===== src/rtl/lut_ram_arb_pkg.sv =====
// Shared types for the lut_ram arbiter: sweep FSM states and requester ids.
package lut_ram_arb_pkg;

  typedef enum logic {
    INIT = 1'b0,
    RUN  = 1'b1
  } state_t;

  typedef logic req_id_t;

endpackage


===== src/rtl/rr_arb2.sv =====
// Two-way round-robin arbiter; the pointer names the winner of the next contested cycle.
module rr_arb2
  import lut_ram_arb_pkg::*;
(
  input  logic       clk,
  input  logic       rst_n,
  input  logic [1:0] req,
  output logic [1:0] gnt
);

  req_id_t ptr;
  logic    contested;

  assign contested = &req;

  // NOTE: every always_comb output gets a default first so no path can infer a latch.
  always_comb begin
    gnt = req;
    if (contested) gnt = (ptr == 1'b0) ? 2'b01 : 2'b10;
  end

  // NOTE: sequential state uses non-blocking assignments only.
  always_ff @(posedge clk or negedge rst_n) begin
    if (!rst_n)         ptr <= 1'b0;
    else if (contested) ptr <= ~ptr;
  end

endmodule


===== src/rtl/lut_ram_arbiter.sv =====
// Shares one lut_ram between two requesters; zero-fills the RAM after reset or clear.
module lut_ram_arbiter
  import lut_ram_arb_pkg::*;
#(
  parameter  int LUT_WIDTH = 32,
  parameter  int LUT_DEPTH = 256,
  localparam int AW        = $clog2(LUT_DEPTH)
) (
  input  logic                 clk,
  input  logic                 rst_n,
  input  logic                 clear,
  output logic                 init_done,
  input  logic                 req0_valid,
  input  logic                 req0_wr,
  input  logic [AW-1:0]        req0_addr,
  input  logic [LUT_WIDTH-1:0] req0_wdata,
  output logic                 req0_ready,
  output logic                 rsp0_valid,
  output logic [LUT_WIDTH-1:0] rsp0_rdata,
  input  logic                 req1_valid,
  input  logic                 req1_wr,
  input  logic [AW-1:0]        req1_addr,
  input  logic [LUT_WIDTH-1:0] req1_wdata,
  output logic                 req1_ready,
  output logic                 rsp1_valid,
  output logic [LUT_WIDTH-1:0] rsp1_rdata,
  output logic                 mem_wr_en,
  output logic [AW-1:0]        mem_wr_addr,
  output logic [AW-1:0]        mem_rd_addr,
  output logic [LUT_WIDTH-1:0] mem_wr_data,
  input  logic [LUT_WIDTH-1:0] mem_rd_data
);

  state_t               state, state_nxt;
  logic [AW-1:0]        cnt, cnt_nxt;
  logic                 arb_en;
  logic [1:0]           wr_req, rd_req, wr_gnt, rd_gnt;
  logic [AW-1:0]        wr_addr_sel, rd_addr_sel;
  logic [LUT_WIDTH-1:0] wr_data_sel;
  logic                 rd_oor;

  // Only matters for non-power-of-2 depths; otherwise always true.
  function automatic logic in_range(input logic [AW-1:0] a);
    return {1'b0, a} < (AW+1)'(LUT_DEPTH);
  endfunction

  assign arb_en = (state == RUN) && !clear;
  assign wr_req = {req1_valid &  req1_wr, req0_valid &  req0_wr} & {2{arb_en}};
  assign rd_req = {req1_valid & ~req1_wr, req0_valid & ~req0_wr} & {2{arb_en}};

  rr_arb2 u_wr_arb (.clk(clk), .rst_n(rst_n), .req(wr_req), .gnt(wr_gnt));
  rr_arb2 u_rd_arb (.clk(clk), .rst_n(rst_n), .req(rd_req), .gnt(rd_gnt));

  assign wr_addr_sel = wr_gnt[1] ? req1_addr  : req0_addr;
  assign wr_data_sel = wr_gnt[1] ? req1_wdata : req0_wdata;
  assign rd_addr_sel = rd_gnt[1] ? req1_addr  : req0_addr;
  assign rd_oor      = !in_range(rd_addr_sel);

  assign req0_ready = wr_gnt[0] | rd_gnt[0];
  assign req1_ready = wr_gnt[1] | rd_gnt[1];
  assign init_done  = (state == RUN);

  always_comb begin
    state_nxt   = state;
    cnt_nxt     = cnt;
    mem_wr_en   = 1'b0;
    mem_wr_addr = '0;
    mem_wr_data = '0;
    mem_rd_addr = '0;
    unique case (state)
      INIT: begin
        mem_wr_en   = 1'b1;
        mem_wr_addr = cnt;
        cnt_nxt     = cnt + 1'b1;
        if (clear) begin
          cnt_nxt = '0;
        end else if (cnt == AW'(LUT_DEPTH - 1)) begin
          state_nxt = RUN;
          cnt_nxt   = '0;
        end
      end
      RUN: begin
        if (clear) begin
          state_nxt = INIT;
          cnt_nxt   = '0;
        end
        if ((|wr_gnt) && in_range(wr_addr_sel)) begin
          mem_wr_en   = 1'b1;
          mem_wr_addr = wr_addr_sel;
          mem_wr_data = wr_data_sel;
        end
        if (|rd_gnt) mem_rd_addr = rd_addr_sel;
      end
    endcase
  end

  always_ff @(posedge clk or negedge rst_n) begin
    if (!rst_n) begin
      state <= INIT;
      cnt   <= '0;
    end else begin
      state <= state_nxt;
      cnt   <= cnt_nxt;
    end
  end

  // Read data is captured on the accept edge, so a same-cycle write is not yet visible.
  always_ff @(posedge clk or negedge rst_n) begin
    if (!rst_n) begin
      rsp0_valid <= 1'b0;
      rsp0_rdata <= '0;
      rsp1_valid <= 1'b0;
      rsp1_rdata <= '0;
    end else begin
      rsp0_valid <= rd_gnt[0];
      rsp1_valid <= rd_gnt[1];
      if (rd_gnt[0]) rsp0_rdata <= rd_oor ? '0 : mem_rd_data;
      if (rd_gnt[1]) rsp1_rdata <= rd_oor ? '0 : mem_rd_data;
    end
  end

endmodule

===== config.mk =====
export PLATFORM = sky130hd
export DESIGN_NAME = lut_ram_arbiter
export DESIGN_NICKNAME = d
export VERILOG_FILES = /design/src/rtl/lut_ram_arb_pkg.sv /design/src/rtl/rr_arb2.sv /design/src/rtl/lut_ram_arbiter.sv
export SDC_FILE = /design/constraint.sdc
export NUM_CORES = 1
export LEC_CHECK = 0
export ABC_AREA = 1
export CORE_MARGIN = 4
export CORE_UTILIZATION = 35
export CTS_CLUSTER_DIAMETER = 120
export DETAILED_ROUTE_END_ITERATION = 8
export HOLD_SLACK_MARGIN = 0.03
export PLACE_DENSITY = 0.86
export SYNTH_ARGS = -nofsm -noshare
export SYNTH_HDL_FRONTEND = slang
export SYNTH_SLANG_ARGS = --single-unit

===== constraint.sdc =====
create_clock -name clk -period 1.8 [get_ports clk]
set_input_delay 0.45 -clock clk [delete_from_list [all_inputs] [get_ports clk]]
set_output_delay 0.45 -clock clk [all_outputs]
set_load 0.02 [all_outputs]

==> results.ini, run 1 <==
[status]
status = complete, but fails checks
violations = setup timing

[pwr]
peakVddDrop_v = 0.000588
power_density_nw_per_um2 = 558
p_seq_frac = 0.421
design_power_total_mw = 4.41
switching_share = 0.271
comb_power_share = 0.180
p_leak_nw = 4.07
internal-power_mw = 3.21
netSwitchingPower_mw = 1.19
p_clk_frac = 0.399

[floorplanning]
die_w_um = 116
io_pins = 237
rows = 39
fp.dieH_um = 116
initial_core_util = 0.359
core-area_um2 = 11500
die_area_um2 = 13600

[placement]
hpwl_um = 11500
port_buffers = 236
gp_congestion = 0.905
post-place-cells = 932

[timing]
rsz0062_at_grt = true
hold_viol_final = 0
fin_skew_ns = 0.00896
fin_crit_ns = 2.29
worst_pin_slew_ns = 0.399
slew_violations = 0
max_slew_margin = 0.734
fmax_ghz = 0.437
layout_setup_ws_ns = -0.491
period_share = 1.27
finalSetupViolations = 51

[global_route]
grtUsageTotal = 0.234
grt_pass1_wl_um = 24600
antenna_found_initial = 0
grt_max_degree = 38
first_global_vias = 4861
grt.overflow.total = 0

[detailed_routing]
vias_per_cell = 4.99
firstDrtPassIters = 4
wirelength_um = 16800
via_count = 4871
drc = 0
routedWlPerCell_um = 17.2
drt_iter0_drc = 297
ant_nets = 0

[cts]
clock_sinks = 77
htreeDepth = 3
clockBufferDepth = 2
root_buffer = clkbuf_16
worstSkewPairLatency_ns = 0.34
cts_hold_buf = 0
tritoncts = built
numCtsBuffers = 9
clk_pin_slew_worst_paths_ns = 0.07

[logic_synthesis]
ys_ff_latch = 77
yosysWarnings = 0
ys.flop_type = dfrtp_1
synth_edf_count = 0
syn_avg_cell_area_um2 = 7.53
yosys-top-cells-area = dfrtp_1, nand2_1, o211ai_1
yosysUniqueCellTypes = 23
syn_area_um2 = 4110
syn_nets = 666
synth_common_cells = nand2_1, dfrtp_1, inv_1, o21ai_0, o211ai_1
post-synth-top-area-cell = dfrtp_1
yosysMostFrequentCell = nand2_1
synth_top_area_frac = 0.468
synth_cells = 546
ys_seq_area_frac = 0.468
synth_async_sr_flop_share = 1.00

[layout]
fin_util = 0.689
final_cells = 976
nNetsFinal = 948
antenna_cells = 0
drive_gt1_frac = 0.286
area_delta_synth_final_pct = 92.1

[worst_setup_path]
path_max_fanout = 17
crit_path_start_kind = register
rrSetupSlack_ns = 0.08
required_ns = 1.35
path_class = reg2out
arrival_ns = 1.84
critPathCaptureType = output pin

[flow_run]
max_cap_viol_count = 0

[worst_hold_path]
min_path_type = in2async

-- cell type report --
cell class	count	area (um^2)
Clock inverter	7	62.6
Tap cell	143	179
Fill cell	882	3570
Multi-Input combinational cell	362	2110
Sequential cell	77	1930
Inverter	71	269
Timing Repair Buffer	307	3130
Clock buffer	9	225
-- flip-flops by register name, summed over array words and instances, names as in the netlist --
| signal | cells |
|---|---|
| rsp0_rdata | 32 |
| rsp1_rdata | 32 |
| cnt | 8 |
| init_done | 1 |
| rsp0_valid | 1 |
| rsp1_valid | 1 |
| u_rd_arb.ptr | 1 |
| u_wr_arb.ptr | 1 |
-- kinds of logic after synthesis --
| family | Yosys count | synth area share |
|---|---|---|
| flops | 77 | 0.468 |
| xor+xnor | 4 | 0.00852 |
| simple gates | 200 | 0.190 |
| fa+ha+maj | 1 | 0.00304 |
| compound gates | 156 | 0.218 |
| buf+inv | 108 | 0.112 |
-- routing by layer --
| layer | up-vias | global-route usage | routed length [um] |
|---|---|---|---|
| li1 | 2329 | - | - |
| met1 | 2294 | 0.250 | 6050 |
| met2 | 208 | 0.443 | 8880 |
| met3 | 40 | 0.0617 | 1430 |
| met4 | 0 | 0.0804 | 427 |
| met5 | - | 0 | 0 |
-- worst max-delay path: stages, from the launching register on --
cell,delay (ns)
dfrtp_2,0.45
nand2_4,0.11
nor2_4,0.05
buf_6,0.12
o21ai_4,0.10
buf_8,0.21
nand2_1,0.11
a21oi_2,0.19
buf_4,0.16
-- stage by stage --
step / hold WS (ns) / cell area [um^2] / worst slack [ns] / setup TNS (ns)
5_1_grt: 0.0502 / 7900 / -0.537 / -23.05
6_report: 0.0346 / 7900 / -0.491 / -20.23
4_1_cts: 0.0405 / 7800 / -0.570 / -19.67
2_1_floorplan: 0.154 / 4250 / -0.0487 / -1.03
3_5_place_dp: 0.403 / 7020 / -1.07 / -80.73
3_3_place_gp: 0.399 / 7020 / -1.05 / -77.78
-- final timing paths --
check,startpoint,end,cells past startpoint
setup reg to reg,init_done$_DFF_PN0_,rsp1_rdata[19]$_DFFE_PN0N_,9
setup / recovery,init_done$_DFF_PN0_,mem_wr_data[22],8
max in group asynchronous,rst_n,rsp1_rdata[0]$_DFFE_PN0N_,2
min in group clk,rsp1_rdata[22]$_DFFE_PN0N_,rsp1_rdata[22]$_DFFE_PN0N_,2
hold reg to reg,rsp1_rdata[22]$_DFFE_PN0N_,rsp1_rdata[22]$_DFFE_PN0N_,2
hold / removal,rst_n,rsp0_rdata[6]$_DFFE_PN0P_,1
-- layout by cell type, fill, tap and decap left out, drive strengths merged --
cell type      synthesis  layout
a31oi                  1       1
clkbuf                11      11
nor2                  14      14
o22ai                  1       1
dfrtp                 77      77
inv                   71      76
ha                     1       1
nand3                  7       7
clkinv                 0       2
o211ai                40      40
clkdlybuf4s15          0       2
buf                   26     123
xor2                   2       2
nand2                179     180
a22o                   1       1
dlymetal6s2s           0      20
xnor2                  2       2
a21oi                 36      36
clkdlybuf4s50          0     157
o21ai                 77      77
dlygate4sd2            0       3
-- timing repair --
action | in CTS | in global routing
resized for setup | 350 | 72
hold endpoints to repair | 0 | 0
pin swaps | 17 | 23
endpoints found under the setup margin | 118 | 113
cloned | 6 | 0
buffers inserted | 26 | 12
-- power by group through the flow --
| stage | clock network, mW | registers, mW | logic (mW) |
|---|---|---|---|
| final | 1.76 | 1.85 | 0.794 |
| after global routing | 1.86 | 1.86 | 0.850 |
| after CTS | 1.79 | 1.85 | 0.792 |
| after detailed placement | 0 | 1.88 | 0.769 |
| after global placement | 0 | 1.88 | 0.755 |
| after floorplan | 0 | 1.96 | 0.154 |
Power figures use the tool's default switching activity.
==> run 2, diff against run 1 <==
--- a/config.mk
+++ b/config.mk
@@ -9,6 +9,7 @@
 export CORE_MARGIN = 4
 export CORE_UTILIZATION = 35
 export CTS_CLUSTER_DIAMETER = 120
+export CTS_CLUSTER_SIZE = 24
 export DETAILED_ROUTE_END_ITERATION = 8
 export HOLD_SLACK_MARGIN = 0.03
 export PLACE_DENSITY = 0.86
==> results of run 2 <==
Final layout, timing and power as in run 1 (identical DEF).
